`src/rtl/bus_arb_n.sv`:
```
// N-channel Wishbone-classic arbiter: one downstream slave shared by N masters,
// fixed or round-robin priority, optional watchdog that errors out a hung slave.

module bus_arb_n_lane #(
   parameter int DW = 32
) (
   input  logic          own,
   input  logic          in_busy,
   input  logic          in_err,
   input  logic          x_ack,
   input  logic [DW-1:0] x_rdt,
   output logic          ack,
   output logic          err,
   output logic [DW-1:0] rdt
);
   assign ack = own & in_busy & x_ack;
   assign err = own & in_err;
   assign rdt = (own & in_busy) ? x_rdt : '0;
endmodule

module bus_arb_n #(
   parameter int N           = 4,
   parameter int AW          = 32,
   parameter int DW          = 32,
   parameter int ROUND_ROBIN = 0,
   parameter int TIMEOUT     = 0,
   localparam int SW         = DW / 8,
   localparam int GW         = $clog2(N)
) (
   input  logic            wb_clk,
   input  logic            wb_rst,
   input  logic [N-1:0]    m_cyc,
   input  logic [N-1:0]    m_we,
   input  logic [N*AW-1:0] m_adr,
   input  logic [N*DW-1:0] m_dat,
   input  logic [N*SW-1:0] m_sel,
   output logic [N-1:0]    m_ack,
   output logic [N-1:0]    m_err,
   output logic [N*DW-1:0] m_rdt,
   output logic            x_cyc,
   output logic            x_we,
   output logic [AW-1:0]   x_adr,
   output logic [DW-1:0]   x_dat,
   output logic [SW-1:0]   x_sel,
   input  logic            x_ack,
   input  logic [DW-1:0]   x_rdt,
   output logic [N-1:0]    grant,
   output logic            busy
);
   typedef enum logic [1:0] {IDLE, BUSY, ERR} state_t;

   state_t        state, state_nx;
   logic [GW-1:0] g, g_nx, p, p_nx, win;
   logic [N-1:0]  grant_nx;
   logic [GW:0]   c;
   logic          found, own_cyc, wd_fire, err_st, st_busy;

   // Winner search: candidates visited in priority order, first requester wins.
   // In round-robin mode the order starts at p and wraps at N.
   always_comb begin
      win   = '0;
      found = 1'b0;
      c     = '0;
      for (int k = 0; k < N; k++) begin
         c = (GW+1)'(k);
         if (ROUND_ROBIN != 0) begin
            c = {1'b0, p} + (GW+1)'(k);
            if (c >= (GW+1)'(N)) c = c - (GW+1)'(N);
         end
         if (!found && m_cyc[c[GW-1:0]]) begin
            found = 1'b1;
            win   = c[GW-1:0];
         end
      end
   end

   always_comb begin
      own_cyc = 1'b0;
      x_we    = 1'b0;
      x_adr   = '0;
      x_dat   = '0;
      x_sel   = '0;
      for (int i = 0; i < N; i++) begin
         if (g == GW'(i)) begin
            own_cyc = m_cyc[i];
            x_we    = m_we[i];
            x_adr   = m_adr[i*AW +: AW];
            x_dat   = m_dat[i*DW +: DW];
            x_sel   = m_sel[i*SW +: SW];
         end
      end
   end

   assign st_busy = (state == BUSY);
   assign x_cyc   = st_busy & own_cyc;
   assign busy    = (state != IDLE);

   generate
      if (TIMEOUT > 0) begin : g_wd
         localparam int WW = $clog2(TIMEOUT + 1);
         logic [WW-1:0] wd;
         // Holding wd at zero outside BUSY is what clears it on BUSY entry.
         always_ff @(posedge wb_clk) begin
            if (wb_rst || !st_busy) wd <= '0;
            else if (!x_ack)        wd <= wd + 1'b1;
         end
         assign wd_fire = st_busy && !x_ack && (wd == WW'(TIMEOUT - 1));
         assign err_st  = (state == ERR);
      end else begin : g_nowd
         assign wd_fire = 1'b0;
         assign err_st  = 1'b0;
      end
   endgenerate

   always_ff @(posedge wb_clk) begin
      if (wb_rst) begin
         state <= IDLE;
         g     <= '0;
         p     <= '0;
         grant <= '0;
      end else begin
         state <= state_nx;
         g     <= g_nx;
         p     <= p_nx;
         grant <= grant_nx;
      end
   end

   always_comb begin
      state_nx = state;
      g_nx     = g;
      p_nx     = p;
      grant_nx = grant;
      case (state)
         IDLE: if (found) begin
            state_nx      = BUSY;
            g_nx          = win;
            grant_nx      = '0;
            grant_nx[win] = 1'b1;
            if (ROUND_ROBIN != 0) p_nx = (win == GW'(N - 1)) ? '0 : win + 1'b1;
         end
         // An ack beats both an abandon and a coinciding timeout.
         BUSY: if (x_ack || !own_cyc) begin
            state_nx = IDLE;
            grant_nx = '0;
         end else if (wd_fire) begin
            state_nx = ERR;
         end
         ERR: begin
            state_nx = IDLE;
            grant_nx = '0;
         end
         default: begin
            state_nx = IDLE;
            grant_nx = '0;
         end
      endcase
   end

   for (genvar i = 0; i < N; i++) begin : g_lane
      bus_arb_n_lane #(.DW(DW)) u_lane (
         .own    (grant[i]),
         .in_busy(st_busy),
         .in_err (err_st),
         .x_ack  (x_ack),
         .x_rdt  (x_rdt),
         .ack    (m_ack[i]),
         .err    (m_err[i]),
         .rdt    (m_rdt[i*DW +: DW])
      );
   end
endmodule
```
`config.mk`:
```
export PLATFORM = sky130hd
export DESIGN_NAME = bus_arb_n
export DESIGN_NICKNAME = d
export VERILOG_FILES = /design/src/rtl/bus_arb_n.sv
export SDC_FILE = /design/constraint.sdc
export NUM_CORES = 1
export LEC_CHECK = 0
export CAP_MARGIN = 10
export CORE_AREA = 2 2 207 209
export DETAILED_ROUTE_END_ITERATION = 12
export DIE_AREA = 0 0 209 211
export SLEW_MARGIN = 20
export SYNTH_ARGS = -nofsm -noshare
export SYNTH_HDL_FRONTEND = slang
export SYNTH_SLANG_ARGS = --single-unit
```
`constraint.sdc`:
```
create_clock -name wb_clk -period 2.35 [get_ports wb_clk]
set_input_delay 0.235 -clock wb_clk [delete_from_list [all_inputs] [get_ports wb_clk]]
set_output_delay 0.235 -clock wb_clk [all_outputs]
set_load 0.005 [all_outputs]
```
==> impl_metrics.json, run 1 <==
{
  "cp.arrival_ns": 2.04,
  "synthArstFlopShare_pct": 0,
  "ys_types": 31,
  "synth-edff-count": 0,
  "clk_pin_slew_worst_paths_ns": 0.04,
  "r2r.worst_path.cells": 4,
  "cpMaxStageDelayCell": "mux4_2",
  "hp-class": "register to register",
  "numCtsBuffers": 3,
  "period_minus_slack_ns": 2.274,
  "hold_buffers": 0,
  "finalWirelength_mm": 29.86,
  "cts.sinks": 7,
  "crit_path_cell_trace": "buf_4 > mux4_2 > clkdlybuf4s50_1",
  "clockBufferDepth": 2,
  "dieArea_mm2": 0.04410,
  "hpwl_mm": 25.96,
  "worstReg2RegStart": "state[0]$_SDFFE_PP0P_",
  "hold_depth": 2,
  "cts_tree": "built",
  "grt.overflow.total": 0,
  "die_y_um": 211,
  "p_per_area_mw_per_mm2": 235.8,
  "final_util_pct": 21.49,
  "first_iter_violations": 314,
  "finalSetupViolCount": 0,
  "grt_usage_pct": 12.40,
  "fin_worst_skew_ns": 0.001501,
  "drt_pre_antenna_iters": 4,
  "synth_area_mm2": 0.003049,
  "ys_seq_area_share_pct": 4.596,
  "fill_cells": 4477,
  "hold_violations": 0,
  "synth.avg_cell_area_um2": 10.13,
  "start_kind": "register",
  "io_buffers": 521,
  "grt_pass1_vias": 5075,
  "drc": 0,
  "clk-insertion-delay-late_ns": 0.24,
  "drive_gt1_share_pct": 13.93,
  "fin_nets": 1113,
  "ant_nets": 0,
  "endpoint_kind": "output port",
  "fmax_mhz": 439.7,
  "core-area_mm2": 0.04176,
  "crit_type": "register to output port",
  "wl_per_cell_um": 22.33,
  "hold_end": "grant[0]$_SDFFE_PP0P_",
  "synth-seq-cells": 7,
  "drv_slew": 0,
  "crit_fanout": 11,
  "synthesis.instances": 301,
  "leakagePower_nw": 3.468,
  "drv_cap": 0,
  "root_buffer": "clkbuf_16",
  "syn2layout_area_growth_pct": 194.3,
  "cp_slowest_stage_delay_ns": 0.56,
  "fin_crit_sh_pct": 96.78,
  "instances_no_fill": 1337,
  "dpl.cell_count": 1330,
  "io_pins": 526,
  "grt_start_max_net_pins": 138,
  "num_rows": 75,
  "vias_per_cell": 3.728,
  "place.gp.congestion": 0.8562,
  "dpl_cell_area_mm2": 0.008869,
  "start_util_pct": 7.302,
  "rsz0062_at_grt": "no",
  "htreeDepth": 1,
  "antenna_found_initial": 9,
  "synth_top_flop_cell": "dfxtp_1",
  "ir_drop_mv": 0.1602,
  "required_ns": 2.12,
  "postLayoutCellArea_mm2": 0.008975,
  "ff2ff_setup_slack_ns": 0.76,
  "num_vias": 4984,
  "min_from": "grant[0]$_SDFFE_PP0P_",
  "status": "complete, no violations",
  "grt_pass1_wl_mm": 39.20,
  "r2r_end": "grant[3]$_SDFFE_PP0P_",
  "yosysWarnings": 0,
  "die_x_um": 209
}
cells by family (layout without fill, tap and decap cells):
kind of cell	count (synthesis)	in the layout	share of synthesized area (%)
buf+inv	65	558	10.46
mux	71	71	51.66
simple gates	141	141	28.97
flops	7	7	4.596
other cells	1	5	0.1230
compound gates	16	16	4.186
metrics by stage:
stage	hold slack [ns]	TNS [ns]	power [W]	worst slack [ns]
3_5_place_dp	0.4822	-0.04503	0.001812	-0.04503
3_3_place_gp	0.4791	-0.06964	0.001814	-0.06964
5_1_grt	0.5241	0	0.002219	0.01813
2_1_floorplan	0.3931	0	0.0006459	0.8691
4_1_cts	0.4891	0	0.002144	0.02116
6_report	0.4900	0	0.002116	0.07571
worst max path at each step:
stage | startpoint | endpoint | slack [ns]
floorplan | g[0]$_SDFFE_PP0P_ | x_adr[0] | 0.87
global placement | m_cyc[2] | x_cyc | -0.07
detailed placement | m_cyc[2] | x_cyc | -0.05
CTS | g[0]$_SDFFE_PP0P_ | x_dat[14] | 0.02
global route | g[0]$_SDFFE_PP0P_ | x_adr[4] | 0.02
finish | g[0]$_SDFFE_PP0P_ | x_adr[4] | 0.08
sequential cells by signal, indices dropped and copies added, names as in the netlist:
register and cells:
grant 4, state 1, g 2
placed cells by master, fill, tap and decap left out, drive strengths merged, types with 2 or more instances in the layout:
cell / count
clkbuf: 3
o32ai: 3
clkdlybuf4s50: 518
a211oi: 2
a221oi: 2
and3: 132
conb: 4
inv: 9
dfxtp: 7
or4: 2
a21oi: 3
buf: 27
o21ai: 2
mux4: 69
worst max-delay path: cells and delay by family (launching register included):
kind,cells,cell delay [ns]
mux,1,0.56
buf+inv,2,0.75
flops,1,0.48
cells in the mapped netlist (all sizes together), types with 2 or more instances:
cell	number	area share [%]
buf	26	5.7
o21ai	2	0.33
and3	132	27
or4	2	0.62
clkbuf	30	3.7
o32ai	3	0.86
a21oi	3	0.49
a211oi	2	0.66
inv	9	1.1
a221oi	2	0.57
mux4	69	51
dfxtp	7	4.6
metal layers:
layer | vias to the layer above | part of all wire [%] | global-route usage (%)
li1 | 2206 | - | -
met1 | 2390 | 37 | 14.43
met2 | 352 | 50 | 22.05
met3 | 28 | 11 | 4.683
met4 | 8 | 1.8 | 1.823
met5 | - | 0.16 | 0
final cells by class:
type	instances	area, um^2	area share (%)
diodes	1	2.502	0.02788
clock buffers	3	75.07	0.8365
clock inverters	1	5.005	0.05576
inverters	9	33.78	0.3764
multi-input cells	232	2606	29.04
flip-flops and latches	7	148.9	1.659
well taps	539	674.4	7.514
repair buffers	545	5429	60.49
power by group:
part	switching, W	total, W	leakage, nW	internal, W
Sequential	0.0000195	0.000147	0.0590	0.000127
Combinational	0.000587	0.00166	3.37	0.00108
Clock	0.0000821	0.000307	0.0409	0.000225
Total	0.000689	0.00212	3.47	0.00143
what timing repair did:
action | CTS | global route
resized for setup | 1 | 1
setup endpoints to repair | 1 | 7
pin swaps | 1 | 0
hold endpoints to repair | 0 | 0
setup buffers | 0 | 2
(Power assumes the default switching activity.)
==> inputs of run 2 (changes only) <==
CTS_CLUSTER_DIAMETER = 30   (was default)
CTS_CLUSTER_SIZE = 20   (was default)
==> results of run 2 <==
Same layout as run 1: the final DEF is identical, and so are final timing and power.
==> inputs of run 3 (changes only) <==
CELL_PAD_IN_SITES_DETAIL_PLACEMENT = 0   (was default)
CELL_PAD_IN_SITES_GLOBAL_PLACEMENT = 1   (was default)
CORE_AREA = 2 2 202 204   (was 2 2 207 209)
DIE_AREA = 0 0 204 206   (was 0 0 209 211)
PLACE_DENSITY_LB_ADDON = 0.1   (was default)
==> run 3 against run 2 <==
Clock power decreased by 6%. Worst hold slack improved by 0.13 ns. Worst setup slack better by 0.021 ns. Final area is 0.66% higher. Sequential cell count unchanged. Critical path depth unchanged. Cell count about the same.
==> impl_metrics.json, run 3 (synthesis gave the netlist of run 1 again) <==
{
  "status": "complete, no violations",
  "period_minus_slack_ns": 2.253,
  "cts.sinks": 7,
  "multi_input_area_mm2": 0.002601,
  "wl_met2_mm": 16.42,
  "wl_met3_mm": 3.342,
  "grt.overflow.total": 0,
  "fmax_mhz": 443.9,
  "crit_family": "buffers and inverters",
  "endpoint_kind": "output port",
  "dieArea_mm2": 0.04202,
  "wirelength_met1_mm": 10.36,
  "crit_fanout": 10,
  "die_y_um": 206,
  "seq_area_um2": 148.9,
  "drv_slew": 0,
  "core-area_mm2": 0.04018,
  "tightest_slew_ns": 0.5096,
  "cp.arrival_ns": 2.02,
  "htreeDepth": 1,
  "ant_nets": 0,
  "drv_cap": 0,
  "drc": 0,
  "slew-limit-headroom_pct": 66.03,
  "finalSetupTns_ns": 0,
  "final_cell_mix": "clkdlybuf4s50_1 (515), and3_1 (132), mux4_2 (69)",
  "p_clk_share_pct": 14.1,
  "num_vias": 5046,
  "clockBufferDepth": 2,
  "drive_gt1_share_pct": 13.13,
  "crit_path_cell_trace": "buf_4 > mux4_2 > clkdlybuf4s50_1",
  "required_ns": 2.12,
  "grt_usage_pct": 13.46,
  "largest_registers": "grant (4), g (2), state (1)",
  "start_util_pct": 7.588,
  "wl_per_cell_um": 23.09,
  "drt_pre_antenna_iters": 4,
  "fill_cells": 4413,
  "grt_pass1_vias": 5420,
  "grt_pass1_wl_mm": 40.51,
  "vias_per_cell": 3.777,
  "p_per_area_mw_per_mm2": 226.6,
  "first_iter_violations": 189,
  "swShare_pct": 30.11,
  "hold_buffers": 0,
  "largest_reg_flops": 4,
  "die_x_um": 204,
  "hpwl_mm": 26.70,
  "cpMaxStageDelayCell": "mux4_2",
  "rsz0062_at_grt": "no",
  "p_seq_share_pct": 8.0,
  "p_switching_w": 0.0006165,
  "hold_violations": 0,
  "start_kind": "register",
  "antenna_found_initial": 17,
  "crit_type": "register to output port",
  "num_rows": 74,
  "highest_layer": "met5",
  "regMostFlops": "grant",
  "root_buffer": "clkbuf_16",
  "place.gp.congestion": 0.9027,
  "cts_setup_buffers": 0,
  "io_pins": 526,
  "dpl_cell_area_mm2": 0.008902,
  "grt_start_max_net_pins": 41,
  "hp-class": "register to register",
  "final_common_cell": "clkdlybuf4s50_1",
  "cts_tree": "built",
  "leakagePower_nw": 3.498,
  "fin_crit_sh_pct": 95.87,
  "numCtsBuffers": 3,
  "fin_worst_skew_ns": 0.005258,
  "syn2layout_area_growth_pct": 196.3,
  "clk-insertion-delay-late_ns": 0.23,
  "p_comb_share_pct": 77.9,
  "fin_nets": 1108,
  "ir_drop_mv": 0.2615,
  "crit_buf_inv": 2,
  "clk_pin_slew_worst_paths_ns": 0.04,
  "postLayoutCellArea_mm2": 0.009034,
  "cp_slowest_stage_delay_ns": 0.52,
  "power.internal_w": 0.001431,
  "io_buffers": 521,
  "final_util_pct": 22.48,
  "finalWirelength_mm": 30.84,
  "finalSetupViolCount": 0
}
## run 3: cell types whose count changed in the layout (fill, tap and decap cells not counted), sizes merged
cell           before  now
clkdlybuf4s50     518  515
buf                27   21
diode               1   12
dlymetal6s2s        0    4
## run 3: layout make-up
type | instances | area share [%]
timing repair buffer | 540 | 60.60
antenna | 12 | 0.3324
sequential | 7 | 1.648
inverter | 9 | 0.3740
clock inverter | 1 | 0.05540
multi-input combinational | 232 | 28.79
clock buffer | 3 | 0.8310
tap | 532 | 7.368
## run 3: stage by stage
| stage | hold slack [ns] | total power [W] | worst slack, ns | cells |
|---|---|---|---|---|
| 6_report | 0.6233 | 0.002047 | 0.09699 | 1336 |
| 2_1_floorplan | 0.3931 | 0.0006459 | 0.8691 | 304 |
| 3_3_place_gp | 0.6320 | 0.001774 | 0.2613 | 1320 |
| 5_1_grt | 0.6785 | 0.002151 | 0.0009091 | 1331 |
| 3_5_place_dp | 0.6300 | 0.001780 | 0.2508 | 1320 |
| 4_1_cts | 0.6388 | 0.002085 | 0.01224 | 1324 |
## run 3: power by group through the flow
stage | clock, W | sequential [W] | combinational, W
floorplan | 0 | 0.000134 | 0.000512
global placement | 0 | 0.000166 | 0.00161
detailed placement | 0 | 0.000168 | 0.00161
CTS | 0.000294 | 0.000167 | 0.00162
global route | 0.000300 | 0.000170 | 0.00168
finish | 0.000289 | 0.000165 | 0.00159
## run 3: worst register-to-register path, cell delays in order, from the launching register on
cell and delay, ns:
dfxtp_2 0.64, buf_4 0.24, nor3b_1 0.24, a2bb2oi_2 0.14, o32ai_1 0.26
## run 3: final timing paths
kind	from	to	slack, ns	depth (start not counted)
max	g[0]$_SDFFE_PP0P_	x_dat[14]	0.1	3
min	grant[2]$_SDFFE_PP0P_	grant[2]$_SDFFE_PP0P_	0.62	2
min reg2reg	grant[2]$_SDFFE_PP0P_	grant[2]$_SDFFE_PP0P_	0.62	2
max reg2reg	state[0]$_SDFFE_PP0P_	grant[1]$_SDFFE_PP0P_	0.74	4
## run 3: routing by layer
layer	track usage, %	vias up
met1	12.95	2471
met4	4.011	12
met5	0	-
met2	26.01	319
met3	5.566	28
li1	-	2216
## run 3: repair_timing
item | in CTS | in global routing
resized for setup | 1 | 5
setup endpoints to repair | 2 | 8
pin swaps | 0 | 0
